`src/rtl/mem_access_unit.sv`:
```
// Load/store unit between the pipeline and a 64-word, registered-read data memory.
// Sub-word stores run read-modify-write; every output is decoded from state and latched registers.
module mem_access_unit (
  input  logic        clk,
  input  logic        rst,
  input  logic        req_valid,
  input  logic        req_we,
  input  logic [1:0]  req_size,
  input  logic        req_signed,
  input  logic [31:0] req_addr,
  input  logic [31:0] req_wdata,
  output logic        req_ready,
  output logic        resp_valid,
  output logic [31:0] resp_rdata,
  output logic        resp_err,
  output logic        WE_mem2,
  output logic        RE_mem2,
  output logic [31:0] mem_addr,
  output logic [31:0] mem_wdata,
  input  logic [31:0] mem_rdata
);

  typedef enum logic [2:0] {
    IDLE, RD, RD_CAP, WR, RMW_RD, RMW_MERGE, RMW_WR, RESP
  } state_e;

  localparam logic [1:0] SZ_BYTE = 2'b00;
  localparam logic [1:0] SZ_HALF = 2'b01;
  localparam logic [1:0] SZ_WORD = 2'b10;

  state_e      state_q, state_d;
  logic        we_q, we_d, signed_q, signed_d, err_q, err_d;
  logic [1:0]  size_q, size_d;
  logic [31:0] addr_q, addr_d, wdata_q, wdata_d, data_q, data_d;

  logic        accept, req_err;
  logic [4:0]  lane_shift;
  logic [31:0] lane_data, load_val, lane_mask, merged;

  assign accept = (state_q == IDLE) && req_valid;

  // Misalignment, out-of-range (beyond 256 bytes) and the reserved size all fail.
  assign req_err = (req_size == 2'b11)
                || (req_size == SZ_HALF && req_addr[0])
                || (req_size == SZ_WORD && req_addr[1:0] != 2'b00)
                || (req_addr[31:8] != 24'd0);

  assign lane_shift = {addr_q[1:0], 3'b000};
  assign lane_data  = mem_rdata >> lane_shift;

  always_comb begin
    // NOTE: every comb output gets a default first so no path infers a latch.
    load_val  = mem_rdata;
    lane_mask = 32'hFFFF_FFFF;
    case (size_q)
      SZ_BYTE: begin
        load_val  = {{24{signed_q & lane_data[7]}}, lane_data[7:0]};
        lane_mask = 32'h0000_00FF << lane_shift;
      end
      SZ_HALF: begin
        load_val  = {{16{signed_q & lane_data[15]}}, lane_data[15:0]};
        lane_mask = 32'h0000_FFFF << lane_shift;
      end
      default: ;
    endcase
    merged = (mem_rdata & ~lane_mask) | ((wdata_q << lane_shift) & lane_mask);
  end

  // Next-state logic.
  always_comb begin
    state_d = state_q;
    case (state_q)
      IDLE: begin
        if (req_valid) begin
          if (req_err)                state_d = RESP;
          else if (!req_we)           state_d = RD;
          else if (req_size == SZ_WORD) state_d = WR;
          else                        state_d = RMW_RD;
        end
      end
      RD:        state_d = RD_CAP;
      RD_CAP:    state_d = RESP;
      WR:        state_d = RESP;
      RMW_RD:    state_d = RMW_MERGE;
      RMW_MERGE: state_d = RMW_WR;
      RMW_WR:    state_d = RESP;
      RESP:      state_d = IDLE;
      default:   state_d = IDLE;
    endcase
  end

  // Request latch and data word: captured load lane or merged store word.
  always_comb begin
    we_d     = we_q;
    size_d   = size_q;
    signed_d = signed_q;
    addr_d   = addr_q;
    wdata_d  = wdata_q;
    err_d    = err_q;
    data_d   = data_q;
    if (accept) begin
      we_d     = req_we;
      size_d   = req_size;
      signed_d = req_signed;
      addr_d   = req_addr;
      wdata_d  = req_wdata;
      err_d    = req_err;
      data_d   = 32'd0;
    end else if (state_q == RD_CAP) begin
      data_d = load_val;
    end else if (state_q == RMW_MERGE) begin
      data_d = merged;
    end
  end

  always_ff @(posedge clk or negedge rst) begin
    // NOTE: state registers use non-blocking assignments so all update together at the edge.
    if (!rst) begin
      state_q  <= IDLE;
      we_q     <= 1'b0;
      size_q   <= 2'b00;
      signed_q <= 1'b0;
      addr_q   <= 32'd0;
      wdata_q  <= 32'd0;
      err_q    <= 1'b0;
      data_q   <= 32'd0;
    end else begin
      state_q  <= state_d;
      we_q     <= we_d;
      size_q   <= size_d;
      signed_q <= signed_d;
      addr_q   <= addr_d;
      wdata_q  <= wdata_d;
      err_q    <= err_d;
      data_q   <= data_d;
    end
  end

  // Moore outputs; reset forces IDLE so enables drop asynchronously.
  always_comb begin
    req_ready  = (state_q == IDLE);
    RE_mem2    = (state_q == RD) || (state_q == RMW_RD);
    WE_mem2    = (state_q == WR) || (state_q == RMW_WR);
    mem_addr   = (state_q != IDLE) ? {2'b00, addr_q[31:2]} : 32'd0;
    mem_wdata  = 32'd0;
    if (state_q == WR)     mem_wdata = wdata_q;
    if (state_q == RMW_WR) mem_wdata = data_q;
    resp_valid = (state_q == RESP);
    resp_err   = (state_q == RESP) && err_q;
    resp_rdata = (state_q == RESP && !we_q) ? data_q : 32'd0;
  end

endmodule
```
`config.mk`:
```
export PLATFORM = sky130hd
export DESIGN_NAME = mem_access_unit
export DESIGN_NICKNAME = d
export VERILOG_FILES = /design/src/rtl/mem_access_unit.sv
export SDC_FILE = /design/constraint.sdc
export NUM_CORES = 1
export LEC_CHECK = 0
export CORE_ASPECT_RATIO = 1.25
export CORE_MARGIN = 3
export CORE_UTILIZATION = 35
export DETAILED_ROUTE_END_ITERATION = 16
export GPL_ROUTABILITY_DRIVEN = 0
export HOLD_SLACK_MARGIN = 0.12
export PLACE_DENSITY = 0.66
export SLEW_MARGIN = 25
export SYNTH_ARGS = -nofsm -noshare
export SYNTH_HDL_FRONTEND = slang
export SYNTH_SLANG_ARGS = --single-unit
```
`constraint.sdc`:
```
create_clock -name clk -period 2 [get_ports clk]
set_input_delay 0.5 -clock clk [delete_from_list [all_inputs] [get_ports clk]]
set_output_delay 0.5 -clock clk [all_outputs]
set_load 0.005 [all_outputs]
```
# Yosys cells after proc, flatten, opt, wreduce, memory -nomap -nowiden

Cells that the tools add are included.

Input port bits: 103
Memories: 0
Bits in latches: 0
Flip-flop bits (word level): 104
Output and inout bits: 101
Memory bits (read-only): 0
Logic and storage cells: 62
Memory bits (writable): 0

$mul: 0
Div/mod/pow operators: 0
Add/sub/neg operators: 0
Reduce and logical (&&, ||, !) cells: 18
$lt $le $gt $ge: 0
Bitwise gates (word level): 6
Multiplexer cells: 14
Eq/ne operators: 12
Shift-type cells: 4

Operators with widths:

| cell                    | count |
|---|---|
| $mux W32                | 6 |
| $pmux W32 S2            | 2 |
| $and A32 B32 Y32        | 2 |
| $not A32 Y32            | 1 |
| $or A32 B32 Y32         | 1 |
| $shl A16 B5 Y32 const A | 1 |
| $shl A32 B5 Y32         | 1 |
| $shl A8 B5 Y32 const A  | 1 |
| $shr A32 B5 Y16         | 1 |
| $mux W30                | 1 |
| $reduce_bool A24 Y1     | 1 |
| $pmux W3 S6             | 1 |
| $eq A3 B3 Y1 const B    | 4 |
| $mux W3                 | 4 |
| $eq A3 B2 Y1 const B    | 2 |
| $reduce_bool A3 Y1      | 2 |
| $logic_and A1 B1 Y1     | 5 |
| $logic_or A1 B1 Y1      | 5 |
| $eq A2 B1 Y1 const B    | 2 |
| $eq A2 B2 Y1 const B    | 2 |
| $eq A3 B1 Y1 const B    | 1 |
| $logic_not A3 Y1        | 1 |
| $reduce_or A3 Y1        | 1 |
| $and A1 B1 Y1           | 2 |
| other kinds (4)         | 4 |

# Longest topological paths before layout

Gate-level depths: netlist of run 1.

Depth in word-level cells: 8
Mapped depth: 10

# Worst setup path after synthesis of run 1

OpenSTA, ideal clock, no wires.

Path kind: register to output
Start: register state_q[1]
End: output port mem_wdata[10]
Required time: 1.500 ns
Slack: 0.134 ns
Arrival: 1.366 ns
Cell stages (with the launch flop): 7
Cells stage by stage: dfrtp_1 -> buf_4 -> nor2b_1 -> and2_1 -> clkbuf_1 -> clkbuf_1 -> a22o_1

Longest elaborated chain between the ends: 3

RTL lines:

| what                     | line | text |
|---|---|---|
| start: declaration       | 31   | `state_e state_q, state_d;` |
| start signal: assignment | 128  | `state_q <= state_d;` |
| $eq A3 B2 Y1             | 146  | `if (state_q == WR) mem_wdata = wdata_q;` |
| $mux W32                 | 146  |  |
| $mux W32 (*)             | 147  | `if (state_q == RMW_WR) mem_wdata = data_q;` |
| end: declaration         | 19   | `output logic [31:0] mem_wdata,` |

Every way passes the cells marked *; elsewhere a longest branch is shown, timed or not.

# Worst setup path in the final report of run 1

Start: register state_q[2]
End: output port mem_addr[1]

Longest elaborated chain between the ends: 2

RTL lines:

| what               | line | text |
|---|---|---|
| $reduce_bool A3 Y1 | 144  | `mem_addr = (state_q != IDLE) ? {2'b00, addr_q[31:2]} : 32'd0;` |
| $mux W30           | 144  |  |
| end: declaration   | 18   | `output logic [31:0] mem_addr,` |

Every way passes these cells.

==> results.yml, run 1 <==
global_route:
  grt_pass1_wl_um: 38500
  grt_max_degree: 51
  grt_pass1_vias: 6955
  grt_util_all_layers_pct: 24.4
  antenna_found_initial: 1
  overflow: 0
die:
  die_y_um: 159
  chipWidth_um: 128
  io_pins: 204
  start_util_pct: 35.8
  die_area_mm2: 0.0203
  row_count: 55
  coreArea_mm2: 0.0182
worst_setup_path:
  reg2reg_setup_slack_ps: 20
  reg2reg_depth: 10
  crit_end: "mem_addr[1]"
  arrival_ps: 1910
  cp-startpoint: "state_q[2]"
  r2r-start: "state_q[2]"
  start_kind: "register"
  cp_max_fo: 6
  crit_path_end_kind: "output port"
  crit_type: "reg2out"
  required_ps: 1500
  r2r-end: "we_q"
pwr:
  swShare_pct: 39.9
  peakVddDrop_uv: 640
  p_per_area_mw_per_mm2: 1450
  power_frac_comb_pct: 62.4
  power_frac_clock_pct: 12.2
  p_int_mw: 9.32
  power_switching_mw: 6.18
  pwr-share-seq_pct: 25.4
  p_leak_nw: 5.18
detailed_routing:
  first_iter_violations: 433
  drt-wirelength-per-cell_um: 20.9
  viasPerCell: 5.46
  num_vias: 7123
  drt_wl_total_um: 27200
  firstDrtPassIters: 5
  ant_nets: 0
  drc: 0
timing:
  layout_min_cycle_time_ps: 2410
  setup_viol: 96
  drv_slew: 0
  setup_slack_ps: -408
  hold_viol: 0
  grt_setup_unrepaired: "true"
  clock.fmax_mhz: 415
  final.setup_skew_ps: 10.5
  period_share_pct: 120
cts:
  path_clk_slew_ps: 70
  cts_tree: "done"
  cts.htree.levels: 3
  clk_latency_ps: 360
  cts-buffers-inserted: 9
  root_buffer: "clkbuf_16"
  clockBufferDepth: 2
  ctsHoldBuffers: 0
  cts_sinks: 104
synth:
  yosys_warnings: 0
  synth_top_area_cell: "dfrtp_1"
  synth-seq-cells: 104
  ys_types: 50
  synthFlopType: "dfrtp_1"
  async_flop_share_pct: 100
  ys_seq_area_share_pct: 39.9
  yosysTopAreaCellShare_pct: 39.9
  synth_area_mm2: 0.00653
  syn_avg_cell_area_um2: 8.41
  synth_edf_count: 0
  syn_inst: 776
  ys_top_cells_by_area: "dfrtp_1 40%, nand2_1 14%, mux2i_1 7.5%, and2_1 6.3%, a22o_1 5.5%"
final_layout:
  area_delta_synth_final_pct: 63.8
  final_util_pct: 58.6
  n_fill_cell: 1608
  finalInstanceArea_mm2: 0.0107
  drive_gt1_share_pct: 33.1
  nets: 1175
  diodes: 0
flow_run:
  maxCapViolCount: 0
outcome:
  run_status: "finished, violations left"
  violations: "negative setup slack"
placed_design:
  place_area_mm2: 0.00936
  io_buffer_count: 201
  hpwlAfterDp_um: 17800
worst_hold_path:
  hold_path_class: "in2async"
final cells by class:
cell class / instances / area (µm²) / share of cell area (%)
repair buffers: 350 / 3580 / 33.5
multi-input cells: 603 / 3900 / 36.5
clock inverters: 6 / 75.1 / 0.702
clock buffers: 10 / 229 / 2.14
inverters: 4 / 17.5 / 0.164
flip-flops and latches: 104 / 2610 / 24.4
well taps: 228 / 285 / 2.67
worst max-delay path, cell delays in order (launching register included):
cell and delay [ps]:
dfrtp_1 390, buf_6 140, or3_4 360, buf_12 170, buf_16 140, buf_6 110, and2_4 140, buf_6 110
cells in the mapped netlist, drive strengths merged, types with 7 or more instances:
library cell / n
nor3: 10
a22oi: 23
a21oi: 17
mux2i: 49
nand2: 244
a22o: 41
and2: 66
o21ai: 32
dfrtp: 104
o21a: 11
o211ai: 16
buf: 27
o221ai: 7
nand3: 8
mux2: 8
clkbuf: 40
nor2: 13
logic make-up (layout without fill, tap and decap cells):
logic type	count (synthesis)	after routing	synth area share (%)
and+or+nand+nor	362	363	24.9
DFF	104	104	39.9
muxes	60	60	9.93
other	1	2	0.0575
xor gates and xnor gates	1	1	0.134
buffers and inverters	71	370	5.20
AOI/OAI and AO/OA	177	177	19.8
per-stage QoR:
stage	TNS [ps]	setup WS (ps)	hold slack, ps	total power [mW]	instances
after detailed placement	-20670	-426	454	11.9	1227
after CTS	-36710	-495	129	14.6	1279
after global placement	-18770	-392	449	11.8	1227
after global routing	-28570	-450	141	16.4	1305
final	-23770	-408	120	15.5	1305
after floorplan	0	134	204	7.89	777
power groups by stage:
stage	Clock, mW	Combinational [mW]	Sequential, mW
floorplan	0	4.40	3.50
global placement	0	7.85	3.93
detailed placement	0	7.96	3.95
CTS	1.90	8.80	3.95
global route	2.00	10.4	4.04
finish	1.89	9.67	3.94
worst min-delay path by stage:
stage | endpoint | slack (ps) | depth (start not counted)
floorplan | addr_q[0] | 200 | 0
global placement | addr_q[11] | 450 | 2
detailed placement | addr_q[5] | 450 | 2
CTS | addr_q[3] | 130 | 2
global route | addr_q[4] | 140 | 2
finish | addr_q[4] | 120 | 2
sequential cells by signal, indices dropped and copies added (netlist names):
name and flops:
addr_q 32, data_q 32, wdata_q 32, state_q 3, size_q 2, err_q 1
signed_q 1, we_q 1
timing repair:
action,CTS,global route
setup buffers,29,23
resized for setup,362,175
setup endpoints to repair,115,199
cloned,7,12
pin swaps,27,58
placed cells by master (no fill, tap or decap), drive strengths merged, types with 16 or more instances in the layout:
cell,instances
nand2,244
buf,195
dfrtp,104
clkdlybuf4s50,99
and2,67
clkbuf,52
mux2i,49
a22o,41
o21ai,32
a22oi,23
a21oi,17
o211ai,16
layer usage:
layer,track usage (%),vias up,wire [µm]
met5,0,-,13
met1,29.2,3444,10500
met2,42.6,327,13500
li1,-,3297,-
met3,4.90,53,2190
met4,10.7,2,1060
Note: power is estimated with default switching activity, not from simulation.
==> inputs of run 2 (changes only) <==
--- a/config.mk
+++ b/config.mk
@@ -12,7 +12,7 @@
 export GPL_ROUTABILITY_DRIVEN = 0
 export HOLD_SLACK_MARGIN = 0.12
 export PLACE_DENSITY = 0.66
-export SLEW_MARGIN = 25
+export SLEW_MARGIN = 10
 export SYNTH_ARGS = -nofsm -noshare
 export SYNTH_HDL_FRONTEND = slang
 export SYNTH_SLANG_ARGS = --single-unit
==> results of run 2 <==
Same layout as run 1: the final DEF is identical, and so are final timing and power.
==> inputs of run 3 (changes only) <==
--- a/config.mk
+++ b/config.mk
@@ -12,6 +12,7 @@
 export GPL_ROUTABILITY_DRIVEN = 0
 export HOLD_SLACK_MARGIN = 0.12
 export PLACE_DENSITY = 0.66
+export RECOVER_POWER = 100
 export SLEW_MARGIN = 10
 export SYNTH_ARGS = -nofsm -noshare
 export SYNTH_HDL_FRONTEND = slang
==> results.yml, run 3 (synthesis gave the netlist of run 1 again) <==
cts:
  cts.htree.levels: 3
  cts-buffers-inserted: 9
  root_buffer: "clkbuf_16"
  ctsHoldBuffers: 0
  cts_sinks: 104
  path_clk_slew_ps: 80
  clk_latency_ps: 360
  cts_tree: "done"
  clockBufferDepth: 2
worst_setup_path:
  reg2reg_depth: 10
  crit_path_end_kind: "output port"
  r2r-start: "state_q[2]"
  required_ps: 1500
  r2r-end: "addr_q[12]"
  arrival_ps: 1910
  cp_max_fo: 6
  reg2reg_setup_slack_ps: -20
  crit_type: "reg2out"
  start_kind: "register"
detailed_routing:
  first_iter_violations: 523
  wirelength_met1_um: 10500
  drc: 0
  route.met2.wl_um: 13400
  drt-wirelength-per-cell_um: 20.9
  wl_met3_um: 2230
  viasPerCell: 5.46
  ant_nets: 0
  highest_layer: "met5"
  firstDrtPassIters: 5
  drt_wl_total_um: 27200
  num_vias: 7123
pwr:
  swShare_pct: 39.9
  peakVddDrop_uv: 639
  power_frac_comb_pct: 62.2
  pwr-share-seq_pct: 25.6
  p_int_mw: 9.27
  p_leak_nw: 5.14
  p_per_area_mw_per_mm2: 1450
  power_frac_clock_pct: 12.2
  totalPowerFinal_mw: 15.4
  power_switching_mw: 6.16
die:
  die_area_mm2: 0.0203
  chipWidth_um: 128
  row_count: 55
  io_pins: 204
  coreArea_mm2: 0.0182
  start_util_pct: 35.8
  die_y_um: 159
timing:
  relSlewSlack_pct: 18.9
  clock.fmax_mhz: 416
  layout_min_cycle_time_ps: 2410
  max_slew.worst_pin.slew_ps: 1220
  setup_slack_ps: -407
  setup_viol: 103
  grt_setup_unrepaired: "true"
  final.setup_skew_ps: 9.58
  fin_hold_ws_ps: 392
  period_share_pct: 120
  hold_viol: 0
  drv_slew: 0
  tns_ps: -23680
placed_design:
  dp_slack_ps: -426
  hpwlAfterDp_um: 17800
  io_buffer_count: 201
final_layout:
  layout_commonest_cell: "nand2_1"
  area_delta_synth_final_pct: 62.6
  reg.largest.list: "addr_q x32, data_q x32, wdata_q x32"
  diodes: 0
  nets: 1175
  drive_gt1_share_pct: 32.7
  most-common-layout-cells: "217 x nand2_1, 103 x dfrtp_1, 99 x clkdlybuf4s50_1, 75 x buf_4, 59 x buf_6"
  final_util_pct: 58.2
flow_run:
  maxCapViolCount: 0
outcome:
  violations: "negative setup slack"
  run_status: "finished, violations left"
global_route:
  antenna_found_initial: 1
  grt_max_degree: 51
  overflow: 0
  grt_util_all_layers_pct: 24.4
  grt_pass1_wl_um: 38500
  grt_pass1_vias: 6955
worst_hold_path:
  hold_path_class: "in2async"
run 3: repair_timing:
item	in CTS	in global routing
endpoints found under the setup margin	115	199
setup buffers	29	23
cloned	7	12
pin swaps	27	58
resized for setup	362	175
run 3: how the worst max path moves through the flow:
stage / from / end / slack [ps]
after floorplan: state_q[1] / mem_wdata[10] / 130
after global placement: mem_rdata[31] / data_q[8] / -390
after detailed placement: mem_rdata[31] / data_q[10] / -430
after CTS: state_q[1] / mem_wdata[18] / -500
after global routing: state_q[2] / mem_addr[1] / -450
final: state_q[2] / mem_addr[1] / -410
run 3: cell type report:
class	count	area (µm²)
clock inverters	6	75.1
repair buffers	350	3520
inverters	4	17.5
multi-input cells	603	3880
fillers	1620	7620
well taps	228	285
flip-flops and latches	104	2610
clock buffers	10	229
run 3: through the flow:
step                std cells  instance area (µm²)
global route             1305                10600
detailed placement       1227                 9360
CTS                      1279                10300
global placement         1227                 9360
floorplan                 777                 6530
finish                   1305                10600
run 3: per-layer routing:
layer / up-vias / track usage, %
met5: - / 0
li1: 3299 / -
met4: 2 / 10.7
met3: 61 / 4.90
met1: 3407 / 29.2
met2: 354 / 42.6
run 3: power groups by stage:
stage	clock [mW]	combinational, mW	sequential [mW]
2_1_floorplan	0	4.40	3.50
3_3_place_gp	0	7.85	3.93
3_5_place_dp	0	7.96	3.95
4_1_cts	1.90	8.80	3.95
5_1_grt	2.00	10.3	4.03
6_report	1.88	9.60	3.95
run 3: worst max-delay path: stages, from the launching register on:
cell and delay, ps:
dfrtp_1 390, buf_6 140, or3_4 360, buf_12 170, buf_16 140, buf_6 110
and2_4 140, buf_6 110
